<file path="src/rtl/pipe_hazard_ctrl.sv">
// rtl/pipe_hazard_ctrl.sv - hold/flush/bubble/freeze controller for the 5-stage pipeline
module pipe_hazard_ctrl #(
    parameter int REG_BITS     = 5,
    parameter int CNT_W        = 16,
    parameter int MISS_TIMEOUT = 256
) (
    input  logic                clk,
    input  logic                rst,
    input  logic [REG_BITS-1:0] D_rs1,
    input  logic [REG_BITS-1:0] D_rs2,
    input  logic                D_use_rs1,
    input  logic                D_use_rs2,
    input  logic                EX_valid,
    input  logic                EX_is_load,
    input  logic [REG_BITS-1:0] EX_rd,
    input  logic                EX_mispredict,
    input  logic                MEM_miss,
    input  logic                MEM_ready,
    output logic                stall_F,
    output logic                stall_D,
    output logic                flush_D,
    output logic                bubble_EX,
    output logic                MEM_stall,
    output logic                miss_timeout,
    output logic [CNT_W-1:0]    stall_cnt,
    output logic [CNT_W-1:0]    flush_cnt
);

    typedef enum logic {
        RUN  = 1'b0,
        MISS = 1'b1
    } state_t;

    localparam int TW = $clog2(MISS_TIMEOUT + 1);

    state_t          state;
    state_t          state_next;
    logic [TW-1:0]   miss_timer;
    logic            load_use;
    logic            evaluate;

    always_comb begin
        load_use = EX_valid && EX_is_load && (EX_rd != '0) &&
                   ((D_use_rs1 && (D_rs1 == EX_rd)) || (D_use_rs2 && (D_rs2 == EX_rd)));
    end

    // evaluate marks cycles where the pipeline moves: RUN without a miss, or the MISS release cycle
    always_comb begin
        state_next = state;
        MEM_stall  = 1'b0;
        stall_F    = 1'b0;
        stall_D    = 1'b0;
        flush_D    = 1'b0;
        bubble_EX  = 1'b0;
        evaluate   = 1'b0;
        case (state)
            RUN: begin
                if (MEM_miss) begin
                    MEM_stall  = 1'b1;
                    state_next = MISS;
                end else begin
                    evaluate = 1'b1;
                end
            end
            MISS: begin
                if (MEM_ready) begin
                    state_next = RUN;
                    evaluate   = 1'b1;
                end else begin
                    MEM_stall = 1'b1;
                end
            end
            default: state_next = RUN;
        endcase
        if (evaluate) begin
            if (EX_mispredict) begin
                flush_D   = 1'b1;
                bubble_EX = 1'b1;
            end else if (load_use) begin
                stall_F   = 1'b1;
                stall_D   = 1'b1;
                bubble_EX = 1'b1;
            end
        end
        if (rst) begin
            state_next = RUN;
            MEM_stall  = 1'b0;
            stall_F    = 1'b0;
            stall_D    = 1'b0;
            flush_D    = 1'b0;
            bubble_EX  = 1'b0;
        end
    end

    always_ff @(posedge clk) begin
        if (rst) begin
            state        <= RUN;
            miss_timer   <= '0;
            miss_timeout <= 1'b0;
            stall_cnt    <= '0;
            flush_cnt    <= '0;
        end else begin
            state <= state_next;
            // timer holds the number of MISS cycles completed; it saturates so the flag stays meaningful
            if (state == MISS) begin
                if (miss_timer != TW'(MISS_TIMEOUT))
                    miss_timer <= miss_timer + 1'b1;
                if (miss_timer == TW'(MISS_TIMEOUT - 1))
                    miss_timeout <= 1'b1;
            end else begin
                miss_timer <= '0;
            end
            if ((stall_D || MEM_stall) && (stall_cnt != '1))
                stall_cnt <= stall_cnt + 1'b1;
            if (flush_D && (flush_cnt != '1))
                flush_cnt <= flush_cnt + 1'b1;
        end
    end

endmodule

</file>
<file path="config.mk">
export PLATFORM = sky130hd
export DESIGN_NAME = pipe_hazard_ctrl
export DESIGN_NICKNAME = d
export VERILOG_FILES = /design/src/rtl/pipe_hazard_ctrl.sv
export SDC_FILE = /design/constraint.sdc
export NUM_CORES = 1
export LEC_CHECK = 0
export ABC_AREA = 1
export CAP_MARGIN = 20
export CORE_MARGIN = 5
export CORE_UTILIZATION = 37
export DETAILED_ROUTE_END_ITERATION = 8
export PLACE_DENSITY_LB_ADDON = 0.08
export SLEW_MARGIN = 10
export SYNTH_ARGS = -nofsm -noshare
export SYNTH_HDL_FRONTEND = slang
export SYNTH_SLANG_ARGS = --single-unit
</file>
<file path="constraint.sdc">
create_clock -name clk -period 1.9 [get_ports clk]
set_clock_uncertainty 0.05 [all_clocks]
set_input_delay 0.57 -clock clk [delete_from_list [all_inputs] [get_ports clk]]
set_output_delay 0.57 -clock clk [all_outputs]
set_load 0.01 [all_outputs]
</file>
Yosys cells after proc, flatten, opt, wreduce, memory -nomap -nowiden
Cells that the tools add are included.
Word-level totals
  register bits after elaboration: 43
  input port bits: 24
  output and inout bits: 38
  word-level logic and storage cells: 44
Operators by class
  add/subtract/negate cells: 3
  equal/unequal tests: 6
  muxes and demuxes: 17
  bitwise logic cells: 1
  reduce and logical (&&, ||, !) cells: 12
Operators by type and width (number)
  adder 16 x 1 -> 16 bit (second input constant): 2
  inequality test 16 bit (second input constant): 2
  two-way mux 1 bit: 15
  == test 5 bit: 2
  adder 9 x 1 -> 9 bit (second input constant): 1
  == test 9 x 8 -> 1 bit (second input constant): 1
  inequality test 9 bit (second input constant): 1
  logical AND 1 bit: 7
  nonzero test 5 bit: 1
  case mux 1 bit (2 select lines): 2
  logical OR 1 bit: 2
  AND reduction 2 bit: 1
  OR reduction 2 bit: 1
  NOT 1 bit: 1

Longest topological paths before layout
Gate-level depths: netlist of run 1.
  word-level depth: 10
  depth in mapped cells: 13
  depth with buffers taken out: 12

Worst setup path before layout of run 1
OpenSTA, ideal clock, no wires.
  path type: input-to-output
  start point: input MEM_miss
  end point: output stall_F
  arrival time: 1.261 ns
  required time: 1.280 ns
  setup slack: 0.019 ns
  cell stages on the path: 6
  path buffers: 1
  cell sequence: o21ai_1 -> nand2_1 -> nor2_1 -> nand3_1 -> inv_1 -> buf_4
Between the ends
  longest elaborated chain between the ends: 4
Ends and longest elaborated chain
  from (decl): RTL line 17  | input logic MEM_miss,
  two-way mux 1 bit: RTL line 58  | if (MEM_miss) begin
  case mux 1 bit (2 select lines): RTL line 56  | case (state)
  two-way mux 1 bit (2 in a row)
  to (decl): RTL line 19  | output logic stall_F,
Every way passes these cells.

Worst setup path after layout of run 1
  start point: input EX_rd[4]
  end point: output bubble_EX
Between the ends
  longest elaborated chain between the ends: 8
  elaborated cells between the ends (all ways): 12
  those cells by class: eq/ne (2); mux (4); reduce/logical (6)
Ends and longest elaborated chain
  from (decl): RTL line 15  | input logic [REG_BITS-1:0] EX_rd,
  == test 5 bit: RTL line 44  | ((D_use_rs1 && (D_rs1 == EX_rd)) || (D_use_rs2 && (D_rs2 == EX_rd)));
  logical AND 1 bit: RTL line 44
  logical OR 1 bit: RTL line 44
  logical AND 1 bit *: RTL line 43  | load_use = EX_valid && EX_is_load && (EX_rd != '0) &&
  two-way mux 1 bit *: RTL line 79  | end else if (load_use) begin
  two-way mux 1 bit *: RTL line 76  | if (EX_mispredict) begin
  two-way mux 1 bit *: RTL line 75  | if (evaluate) begin
  two-way mux 1 bit *: RTL line 85  | if (rst) begin
  to (decl): RTL line 22  | output logic bubble_EX,
Every way passes the cells marked *; elsewhere a longest branch is shown, timed or not.

==> flow_results.org, run 1 <==
** Synthesis
- Most common cell in the netlist :: sky130_fd_sc_hd__nand2_1
- Counting flops with an async set or reset pin after synthesis yields a share of 0%.
- Yosys attributes the largest share of cell area to sky130_fd_sc_hd__dfxtp_1, sky130_fd_sc_hd__nand2_1, sky130_fd_sc_hd__nor2_1, sky130_fd_sc_hd__inv_1, sky130_fd_sc_hd__nand3_1.
- Summing the areas of all xor and xnor instances in the mapped netlist gives 2.500% of the synthesized area.
- Distinct cell type count after synthesis :: 30
- Multiplexer cells account for 0% of the synthesized area.
- Synthesis produced a netlist whose cell count is 389.
- Number of nets in the synthesized netlist :: 418
- The most used flip-flop cell after synthesis is sky130_fd_sc_hd__dfxtp_1.
- The share of the Yosys chip area taken by registers is a little over a third.
- After synthesis, the most frequently instantiated cells are sky130_fd_sc_hd__nand2_1, sky130_fd_sc_hd__nor2_1, sky130_fd_sc_hd__inv_1.
- Compound-gate portion of the synthesized area :: between 9 and 10%
- The largest total area in the synthesized netlist belongs to sky130_fd_sc_hd__dfxtp_1.
- Post-synth design cell area :: 2452 sq um
- Area fraction in and, or, nand and nor cells after synthesis :: 39.29%
- Average instance area after synthesis :: 6.304 sq um
- After Yosys synthesis, full adders, half adders and majority gates account for under 10% of the synthesized area.
- By area, the combinational part of the netlist is dominated by simple AND/OR/NAND/NOR gates.
- The synthesized design contains 43 register bits.
- Yosys mapped a number of flops with a built-in enable equal to 0.
- During synthesis, Yosys emitted a total of 0 warnings.
- Proportion of netlist area held by the largest area contributor :: 35.10%

** Finish
- Ratio of cells with drive above 1 in the final layout :: between 20 and 30%
- Relative to the synthesized area, the layout overhead comes to 50.46%.
- Area occupied by multi-input gates :: 1433 sq um
- For this run, the post-layout net count is just over 500.
- # diodes :: 0
- After the flow finishes, the layout carries non-filler instances totaling 561.
- Fill cells :: 630
- Seq. cell area :: slightly below 900 sq um

** Clock tree
- TritonCTS created 5 clock buffers.
- H-tree Lvls :: 2
- Maximum clock path buffer count :: 2
- The clock net in this run drives a total of 43 sinks.
- The later pin in the worst-skew pair is clocked with a latency of between 0.2 and 0.3 ns.
- The root buffer cell chosen for the clock tree is sky130_fd_sc_hd__clkbuf_8.
- Clock transition at the register clock pins on the worst setup and hold paths after CTS :: approximately 0.08 ns
- TritonCTS built the clock tree.

** Worst hold path
- Hold EP :: miss_timeout
- Counting instances, the worst hold path has a depth of 2.
- Class of the tightest hold or removal check :: reg -> reg
- Hold path startpoint :: miss_timeout

** Timing
- Of the available clock period, the critical path in the final layout requires 106.0%.
- Count of endpoints failing hold in the final timing report :: 0
- Count of final max-slew check failures :: 0
- Finish-stage setup viols :: 5
- Time the worst path needs with I/O delays and setup :: around 2.0 ns
- Across all setup checks in the final design, the least slack found is -0.1133 ns.
- Based on the critical path, the design can be clocked at up to 496.7 MHz.
- Setup repair after global routing could not meet its margin everywhere.
- Relative slew slack :: 75.35%
- At the pin with the least slew margin, the transition time is ~0.37 ns.

** Critical path
- Of all nets on the critical path, the largest fanout is 3.
- Setup slack on the worst reg-to-reg path comes out at 0.13 ns.
- Classification of the worst setup path :: in -> out
- Kind of end point of the critical path :: output port
- The worst setup path is launched from an input port.
- Critical Path RT :: 1.28 ns
- In this run the worst setup path begins at EX_rd[4].
- Worst reg2reg path startpoint :: state
- Arr. time, crit path :: 1.39 ns
- The worst register-to-register path ends at flush_cnt[12].
- Worst Reg-to-Reg Cells :: 12

** Die
- The floorplan step defined a core boundary enclosing 6386 sq um.
- The floorplan step defined a die boundary enclosing 8356 sq um.
- For this configuration, the core starts out at a cell density of roughly two fifths.
- Measured along the x axis, the die boundary spans 91.41 um.
- Boundary Pins :: 62
- Placement Rows :: 29
- Measured along the y axis, the die boundary spans 91.41 um.

** Routing
- Detailed-route via count :: 2654
- In the routed layout, each cell is associated on average with a via count of 4.731.
- 1st-iter DRT viols :: 60
- DRT Pass-1 Iters :: 4
- For this block, the routed nets add up to ~6.5 mm of wire.
- Average routed wire per standard cell :: 11.62 um
- Detailed-route DRC error count :: 0
- The count of nets left with antenna violations once routing finished came out at 0.

** Global routing
- Global routing used 15.25% of the available tracks.
- Maximum number of pins on one net before global-route repair :: 26
- Grt total ovfl :: 0
- Global-route wire length before repair :: 10.90 mm
- The number of antenna violations at the first check in global routing is 0.
- The number of global-route vias before repair was 2508.

** Power and ir drop
- In this run switching power makes up 26.11% of total power.
- In this run, the clock network consumes 32.3% of the power.
- Tot Pwr :: about 1.8 mW
- VDD sags by at most 0.3123 mV.
- Combinational cells account for 16.6% of the total power.
- P_int :: 1.327 mW
- P_leak :: approximately 1.7 nW
- For this design the ratio of total power to cell area is 486.7 nW/um^2.
- For this design the total switching power over the nets is about 0.47 mW.
- Of the total power, registers draw 51.1%.

** Placed design
- Post-DP HPWL :: 4.664 mm
- Placed cells :: between 500 and 600
- Gp weighted congestion :: 0.7845
- Port Buffer Count :: 61

** Status
- The run finished, with violations left.
- The checks that failed: negative setup slack.

** Run
- Across the run, the number of max-cap violations was 0.
==> area by class of cell <==
cell class | instances | share of cell area [%]
Clock buffer | 6 | 1.967
Clock inverter | 2 | 0.3391
Inverter | 54 | 5.663
Multi-Input combinational cell | 283 | 38.83
Sequential cell | 43 | 23.97
Tap cell | 77 | 2.611
Timing Repair Buffer | 96 | 26.62
==> power by group through the flow <==
stage | Sequential, mW | Combinational, mW | Clock, mW
after CTS | 0.918 | 0.259 | 0.613
after global routing | 0.919 | 0.325 | 0.644
final | 0.918 | 0.298 | 0.580
after detailed placement | 0.939 | 0.233 | 0
after global placement | 0.938 | 0.231 | 0
after floorplan | 0.942 | 0.102 | 0
==> cells in the final DEF (no fill, tap or decap), types with 9 or more instances in the layout <==
master	netlist	layout
sky130_fd_sc_hd__dfxtp_2	0	16
sky130_fd_sc_hd__nor2_1	63	59
sky130_fd_sc_hd__nand2_1	100	91
sky130_fd_sc_hd__dlymetal6s2s_1	0	9
sky130_fd_sc_hd__dfxtp_1	43	26
sky130_fd_sc_hd__buf_6	2	19
sky130_fd_sc_hd__buf_4	2	27
sky130_fd_sc_hd__nand3_1	32	31
sky130_fd_sc_hd__a21oi_1	28	28
sky130_fd_sc_hd__clkdlybuf4s50_1	0	19
sky130_fd_sc_hd__inv_1	52	43
==> worst max-delay path, stage by stage <==
cell and delay [ns]:
sky130_fd_sc_hd__buf_6 0.07, sky130_fd_sc_hd__inv_2 0.03, sky130_fd_sc_hd__nand2_1 0.04, sky130_fd_sc_hd__nand2_1 0.05, sky130_fd_sc_hd__nor2_1 0.12, sky130_fd_sc_hd__nand3_1 0.10
sky130_fd_sc_hd__nand2_2 0.09, sky130_fd_sc_hd__nand2_1 0.05, sky130_fd_sc_hd__o21ai_1 0.10, sky130_fd_sc_hd__buf_2 0.15
==> routing by layer <==
layer | wire [um] | track usage, % | vias up
li1 | - | - | 1422
met1 | 2955 | 19.73 | 1176
met2 | 3187 | 25.48 | 52
met3 | 332 | 3.388 | 4
met4 | 41 | 4.034 | 0
met5 | 0 | 0 | -
==> state kept, by name, summed over array words and instances, names as in the netlist <==
signal	cells
flush_cnt	16
stall_cnt	16
miss_timeout	1
miss_timer	9
state	1
==> worst max path at each step <==
stage,endpoint,slack [ns],cells after the start
floorplan,stall_F,0.02,6
global placement,bubble_EX,-0.99,10
detailed placement,bubble_EX,-1.02,10
CTS,bubble_EX,-0.13,7
global route,bubble_EX,-0.17,10
finish,bubble_EX,-0.11,10
==> stage by stage <==
stage	cell area, sq um	hold WS (ns)	TNS (ns)	util, %	worst slack [ns]
finish	3690	0.4371	-0.3888	57.78	-0.1133
CTS	3510	0.4444	-0.4173	54.96	-0.1295
detailed placement	3317	0.4215	-20.51	51.94	-1.024
floorplan	2452	0.3973	0	-	0.01868
global placement	3317	0.4176	-19.39	51.94	-0.9943
global route	3690	0.4669	-0.6432	57.78	-0.1655
==> cell families (layout without fill, tap and decap cells) <==
family,after synthesis,after routing
simple gates,225,225
buf+inv,63,158
compound gates,46,46
flops,43,43
xor+xnor,7,7
fa+ha+maj,5,5
==> timing repair <==
| action | in CTS | in global routing |
|---|---|---|
| gates resized for setup | 151 | 44 |
| hold buffers | 0 | 0 |
| cloned | 1 | 1 |
| pin swaps | 30 | 32 |
| setup endpoints to repair | 56 | 34 |
| buffers inserted | 8 | 2 |
(Power assumes the default switching activity.)
==> run 2, diff against run 1 <==
--- a/config.mk
+++ b/config.mk
@@ -10,6 +10,7 @@
 export CORE_MARGIN = 5
 export CORE_UTILIZATION = 37
 export DETAILED_ROUTE_END_ITERATION = 8
+export GPL_TIMING_DRIVEN = 0
 export PLACE_DENSITY_LB_ADDON = 0.08
 export SLEW_MARGIN = 10
 export SYNTH_ARGS = -nofsm -noshare
==> run 2 against run 1 <==
The run still ends with negative setup slack left. Clock power shrank 0.7%. Die area unchanged. Design area fell by 4.1%. Cell count shrank 3.4%. Hold slack got worse by 0.0087 ns. Combinational power decreased by 11%. Critical endpoint unchanged.
==> flow_results.org, run 2 (synthesis results as in run 1) <==
** Clock tree
- Clock transition at the register clock pins on the worst setup and hold paths after CTS :: 0.08 ns
- CTS hold repair buffers :: 0
- The clock tree synthesis step divided the H-tree into 2 levels.
- TritonCTS built the clock tree.
- For the worst-skew pair, the clock arrives at the later sink with an insertion delay of approximately 0.29 ns.
- The number of clock buffers added by TritonCTS is 5.
- In this run the deepest clock path goes through 2 buffers.
- The clock net in this run drives a total of 43 sinks.
- The tree is rooted in a sky130_fd_sc_hd__clkbuf_8.

** Power and ir drop
- VDD sags by at most 0.3746 mV.
- Switching power share of the total :: 26.22%
- Comb power frac :: 15.0%
- Tot Pwr :: about 1.8 mW
- Sequential cells account for 52.3% of the total power.
- P_leak :: 1.560 nW
- Summed over all nets, the switching power comes to about 0.46 mW.
- The clock network burns around a third of the power.
- P_int :: 1.298 mW
- In this run the power density over the cells is 497.1 nW/um^2.

** Routing
- Per-cell via count in the routed design :: 4.799
- DRT Pass-1 Iters :: 4
- Average routed wire per standard cell :: 12.07 um
- The detail route stage leaves a number of antenna-violating nets equal to 0.
- Detailed-route DRC error count :: 0
- Routed Wire Length :: between 6 and 7 mm
- Detailed-route via count :: 2601
- 1st-iter DRT viols :: 48

** Global routing
- Initial antenna violation count :: 0
- Overall global routing resource usage :: 15.21%
- Maximum number of pins on one net before global-route repair :: 13
- The first global-routing pass estimated 10.81 mm of wire.
- Grt total ovfl :: 0
- The number of global-route vias before repair is 2476.

** Timing
- Finish-stage setup viols :: 4
- Relative slew slack :: 65.98%
- Fmax :: 489.9 MHz
- The final critical path takes up 107.4% of the cycle.
- Counting I/O delays and the setup requirement, the final critical path takes just over 2 ns.
- Count of endpoints failing hold in the final timing report :: 0
- Hold timing on the final database bottoms out at a slack of 0.4284 ns.
- Setup repair after global routing could not meet its margin everywhere.
- The final count of pins violating max slew is 0.
- After layout, the worst setup slack is -0.1412 ns.
- For the final routed database, the setup TNS stands at -0.5171 ns.
- At the pin with the least slew margin, the transition time is 0.5103 ns.

** Placed design
- Summed over all nets, the half-perimeter wirelength after detailed placement is 4.615 mm.
- Port Buffer Count :: slightly above 60
- The placed instances occupy a cell area of 3159 sq um.
- Gp weighted congestion :: between 0.8 and 0.9
- After detailed placement, the design holds a cell count of 527.
- OpenSTA, run right after detailed placement, puts the worst setup slack at -1.102 ns.

** Finish
- End-of-flow core utilization :: 55.43%
- Most common cell after layout, fill and taps aside :: sky130_fd_sc_hd__nand2_1
- The filler cells instantiated in the layout total 628.
- The area growth from synthesis to layout is 44.34%.
- Seq. cell area :: 899.6 sq um
- Post-layout instance count excluding filler cells :: ~540
- Cells with a size suffix above 1 make up 25.16% of the layout.
- 0 antenna diodes ended up in the layout.
- Largest registers in the final layout :: flush_cnt: 16 flops, stall_cnt: 16 flops, miss_timer: 9 flops
- In the layout the commonest cells are sky130_fd_sc_hd__nand2_1, sky130_fd_sc_hd__nor2_1, sky130_fd_sc_hd__inv_1.
- After the last flow step, the layout net total stands at 493.
- The multi-input combinational cells in the finished layout cover a total of 1435 sq um.
- The finished cells cover 3540 sq um.

** Status
- Status :: finished, violations left
- The checks that failed: negative setup slack.

** Critical path
- Critical path launch point type :: input port
- The critical path is of the in -> out type.
- Along the worst path, the maximum fanout reaches 3.
- Arr. time, crit path :: 1.42 ns
- Kind of end point of the critical path :: output port
- Critical Path RT :: between 1 and 1.5 ns

** Die
- Boundary Pins :: 62
- The initial utilization of the core area, before any placement, comes to roughly two fifths.
- Placement Rows :: 29
- Core region area :: 6386 sq um
- Width of the die :: between 90 and 100 um
- The die covers 8356 sq um.
- Measured along the y axis, the die boundary spans 91.41 um.

** Worst hold path
- The worst hold path belongs to the class reg -> reg.

** Run
- Total of max-cap violations :: 0
## run 2: cell types whose count changed in the layout (fill, tap and decap cells not counted), moves of 3 or more
cell                              previous run  this run
sky130_fd_sc_hd__buf_4                      27         2
sky130_fd_sc_hd__dfxtp_1                    26        16
sky130_fd_sc_hd__dfxtp_2                    16        25
sky130_fd_sc_hd__nand2_2                     7        14
sky130_fd_sc_hd__nand2_1                    91        85
sky130_fd_sc_hd__clkdlybuf4s50_1            19        24
sky130_fd_sc_hd__buf_2                       3         7
sky130_fd_sc_hd__buf_12                      3         0
sky130_fd_sc_hd__dlymetal6s2s_1              9         6
sky130_fd_sc_hd__nand3_1                    31        28
sky130_fd_sc_hd__nand3_2                     2         5
sky130_fd_sc_hd__nor3_1                      6         9
## run 2: per-layer routing
metal	vias up	share of wire, %	global-route usage, %
li1	1389	-	-
met5	-	0	0
met2	51	48	25.18
met3	5	4.2	3.471
met4	0	0.69	4.156
met1	1156	47	19.79
## run 2: layout make-up
cell class	instances	share of cell area (%)
clock inverter	1	0.1414
sequential	43	25.42
timing repair buffer	68	20.11
clock buffer	7	2.156
multi-input combinational	283	40.54
inverter	54	6.080
tap	77	2.722
buffer	9	2.828
## run 2: critical path, stage by stage
cell	delay (ns)
sky130_fd_sc_hd__clkdlybuf4s15_2	0.19
sky130_fd_sc_hd__nand2_2	0.06
sky130_fd_sc_hd__o21ai_4	0.08
sky130_fd_sc_hd__nand2_4	0.10
sky130_fd_sc_hd__nor2_4	0.12
sky130_fd_sc_hd__inv_1	0.09
sky130_fd_sc_hd__o21ai_2	0.06
sky130_fd_sc_hd__buf_2	0.14
## run 2: worst paths after layout
| check | start | endpoint | slack (ns) | depth (start not counted) |
|---|---|---|---|---|
| setup / recovery | MEM_ready | bubble_EX | -0.14 | 8 |
| hold / removal | flush_cnt[6] | flush_cnt[6] | 0.43 | 1 |
| setup reg to reg | state | stall_cnt[11] | 0.13 | 14 |
| hold reg to reg | flush_cnt[6] | flush_cnt[6] | 0.43 | 1 |
## run 2: repair_timing
item / in CTS / in global routing
pin swaps: 31 / 29
cloned: 0 / 3
setup buffers: 4 / 1
setup endpoints to repair: 52 / 39
gates resized for setup: 148 / 64
## run 2: power groups by stage
stage	registers, mW	clock network (mW)	logic, mW
floorplan	0.942	0	0.102
global placement	0.941	0	0.202
detailed placement	0.941	0	0.204
CTS	0.921	0.595	0.209
global route	0.922	0.638	0.289
finish	0.920	0.576	0.264
==> run 3, diff against run 2 <==
--- a/config.mk
+++ b/config.mk
@@ -12,6 +12,7 @@
 export DETAILED_ROUTE_END_ITERATION = 8
 export GPL_TIMING_DRIVEN = 0
 export PLACE_DENSITY_LB_ADDON = 0.08
+export SKIP_LAST_GASP = 1
 export SLEW_MARGIN = 10
 export SYNTH_ARGS = -nofsm -noshare
 export SYNTH_HDL_FRONTEND = slang
==> run 3 against run 2 <==
The flow still finishes with violations (negative setup slack). Largest cell class unchanged. Die area stayed put. Largest power group unchanged. First-iteration DRC count is 17% higher. Highest routed layer unchanged. Cell count stayed put. Critical path type unchanged. Design area is 0.11% lower. Via count is 0.38% lower.
==> flow_results.org, run 3 (synthesis results as in run 1) <==
** Timing
- Final hold analysis gives a worst-case slack of approximately 0.43 ns.
- The worst path in the final design needs a cycle of 2.044 ns, including I/O delays and setup.
- The final count of pins violating max slew came to 0.
- The worst path uses 107.6% of the clock period.
- Setup repair after global routing could not meet its margin everywhere.
- The final hold violation count came to 0.
- Least setup slack across all paths after layout :: -0.1436 ns
- Timing would allow up to 489.3 MHz.
- In this run the tightest slew margin relative to its limit is 65.47%.
- Worst Max-Slew Pin Slew :: 0.5180 ns
- Setup violations remaining at the end of the flow were counted as 4.

** Placed design
- Gp weighted congestion :: around 0.8
- Dpl ws :: -1.102 ns
- Port Buffer Count :: slightly above 60
- Post-DP HPWL :: between 4 and 5 mm

** Status
- Status :: finished, violations left
- The final reports fail on negative setup slack.

** Critical path
- The setup path with the least slack is of type in -> out.
- For the worst setup path, the data arrival time is 1.42 ns.
- Critical path launch point type :: input port
- CP Max Fanout :: 10
- Kind of end point of the critical path :: output port
- At the worst endpoint, the required time is 1.28 ns.

** Power and ir drop
- In this run switching power makes up between 20% and 30% of total power.
- Comb power frac :: 15.0%
- P_leak :: 1.558 nW
- Tot Pwr :: 1.761 mW
- Power spread over the standard cell area amounts to ~500 nW/um^2.
- The share of total power dissipated in the clock network is approximately 33%.
- Sequential share of power :: 52.2%
- P_int :: 1.298 mW
- Across the VDD grid, the largest voltage drop is ~0.37 mV.
- Summed over all nets, the switching power comes to 0.4628 mW.

** Global routing
- Global-route wire length before repair :: 10.81 mm
- Initial antenna violation count :: 0
- Via count of the first global-routing pass :: ~2500
- Overall global routing resource usage :: 15.21%
- Maximum number of pins on one net before global-route repair :: 13
- Summed over all layers, the global routing overflow is 0.

** Finish
- The area growth from synthesis to layout is 44.18%.
- Seq. cell area :: ~900 sq um
- The top cell types in the final layout, fill and taps aside, are sky130_fd_sc_hd__nand2_1, sky130_fd_sc_hd__nor2_1, sky130_fd_sc_hd__inv_1.
- NumNets Final :: 493
- The repair_antennas step left the layout with diodes totalling 0.
- Fill cells :: 629
- Most common cell after layout, fill and taps aside :: sky130_fd_sc_hd__nand2_1
- The post-route netlist has 25.16% of its cells at a drive strength greater than 1.
- In the final layout, the multi-input gates occupy about 1400 sq um.
- The largest registers in the layout are flush_cnt: 16 flops, stall_cnt: 16 flops, miss_timer: 9 flops.

** Run
- Total of max-cap violations :: 0

** Clock tree
- Sink count of the clock tree :: 43
- In this run, CTS created clock tree buffers numbering 5.
- Clock transition at the register clock pins on the worst setup and hold paths after CTS :: roughly 0.080 ns
- No sink is reached through more buffers than the 2 on the longest clock path.
- The number of hold buffers added after CTS was 0.
- H-tree Lvls :: 2
- Clock tree root buffer cell :: sky130_fd_sc_hd__clkbuf_8
- Insertion delay of the later-clocked pin in the worst-skew pair :: 0.29 ns
- CTS tree :: built

** Routing
- Using the TritonRoute via totals, the vias-per-cell ratio works out to 4.780.
- After detailed routing, the number of remaining DRC violations is 0.
- 1st-iter DRT viols :: 56
- Detailed-route via count :: 2591
- DRT Pass-1 Iters :: 4
- The final layout contains routed wiring with a total length of 6.529 mm.
- In this run the remaining antenna-violating nets after routing total 0.
- Average routed wire per standard cell :: 12.05 um

** Die
- Core region area :: 6386 sq um
- Width of the die :: 91.41 um
- Boundary Pins :: 62
- The floorplan has 29 rows.
- Height of the die :: 91.41 um
- Die area :: 8356 sq um
- Starting density of the core :: 38.40%

** Worst hold path
- Class of the tightest hold or removal check :: reg -> reg
## run 3: cell types whose count changed in the layout (fill, tap and decap cells not counted)
cell and change:
sky130_fd_sc_hd__buf_6 -1, sky130_fd_sc_hd__buf_4 +1
## run 3: final timing paths
path / start / endpoint / slack (ns) / cells past startpoint
worst max-delay path: rst / MEM_stall / -0.14 / 4
worst min-delay path: miss_timer[0] / miss_timer[0] / 0.43 / 1
worst max register to register: state / stall_cnt[11] / 0.10 / 14
worst min register to register: miss_timer[0] / miss_timer[0] / 0.43 / 1
## run 3: critical path, stage by stage
cell	delay [ns]
sky130_fd_sc_hd__clkdlybuf4s15_1	0.23
sky130_fd_sc_hd__clkbuf_8	0.20
sky130_fd_sc_hd__nor2_2	0.17
sky130_fd_sc_hd__clkdlybuf4s15_2	0.25
## run 3: cell type report
type	count	share of cell area, %
multi-input cells	283	40.59
flip-flops and latches	43	25.44
repair buffers	68	20.03
inverters	54	6.086
plain buffers	9	2.831
well taps	77	2.725
clock buffers	7	2.159
clock inverters	1	0.1415
## run 3: what timing repair did
item                                    CTS  global route
resized for setup                       148            63
endpoints found under the setup margin   52            39
buffers inserted                          4             1
gates cloned                              0             3
pin swaps                                31            29
endpoints found under the hold margin     0             0
## run 3: power groups by stage
stage,registers [mW],clock network [mW],logic (mW)
after CTS,0.921,0.595,0.209
final,0.920,0.578,0.264
after detailed placement,0.941,0,0.204
after global placement,0.941,0,0.202
after floorplan,0.942,0,0.102
after global routing,0.922,0.638,0.289
## run 3: routing by layer
metal | track usage (%) | routed length (um) | up-vias
met4 | 4.156 | 45 | 0
li1 | - | - | 1392
met1 | 19.79 | 3059 | 1140
met3 | 3.471 | 302 | 5
met2 | 25.18 | 3122 | 54
met5 | 0 | 0 | -
## run 3: through the flow
stage / cells / instance area, sq um / TNS (ns) / util (%)
3_5_place_dp: 527 / 3159 / -18.93 / 49.47
6_report: 542 / 3536 / -0.5221 / 55.37
5_1_grt: 542 / 3536 / -0.9879 / 55.37
3_3_place_gp: 527 / 3159 / -18.90 / 49.47
4_1_cts: 539 / 3294 / -0.5053 / 51.59
2_1_floorplan: 389 / 2452 / 0 / -
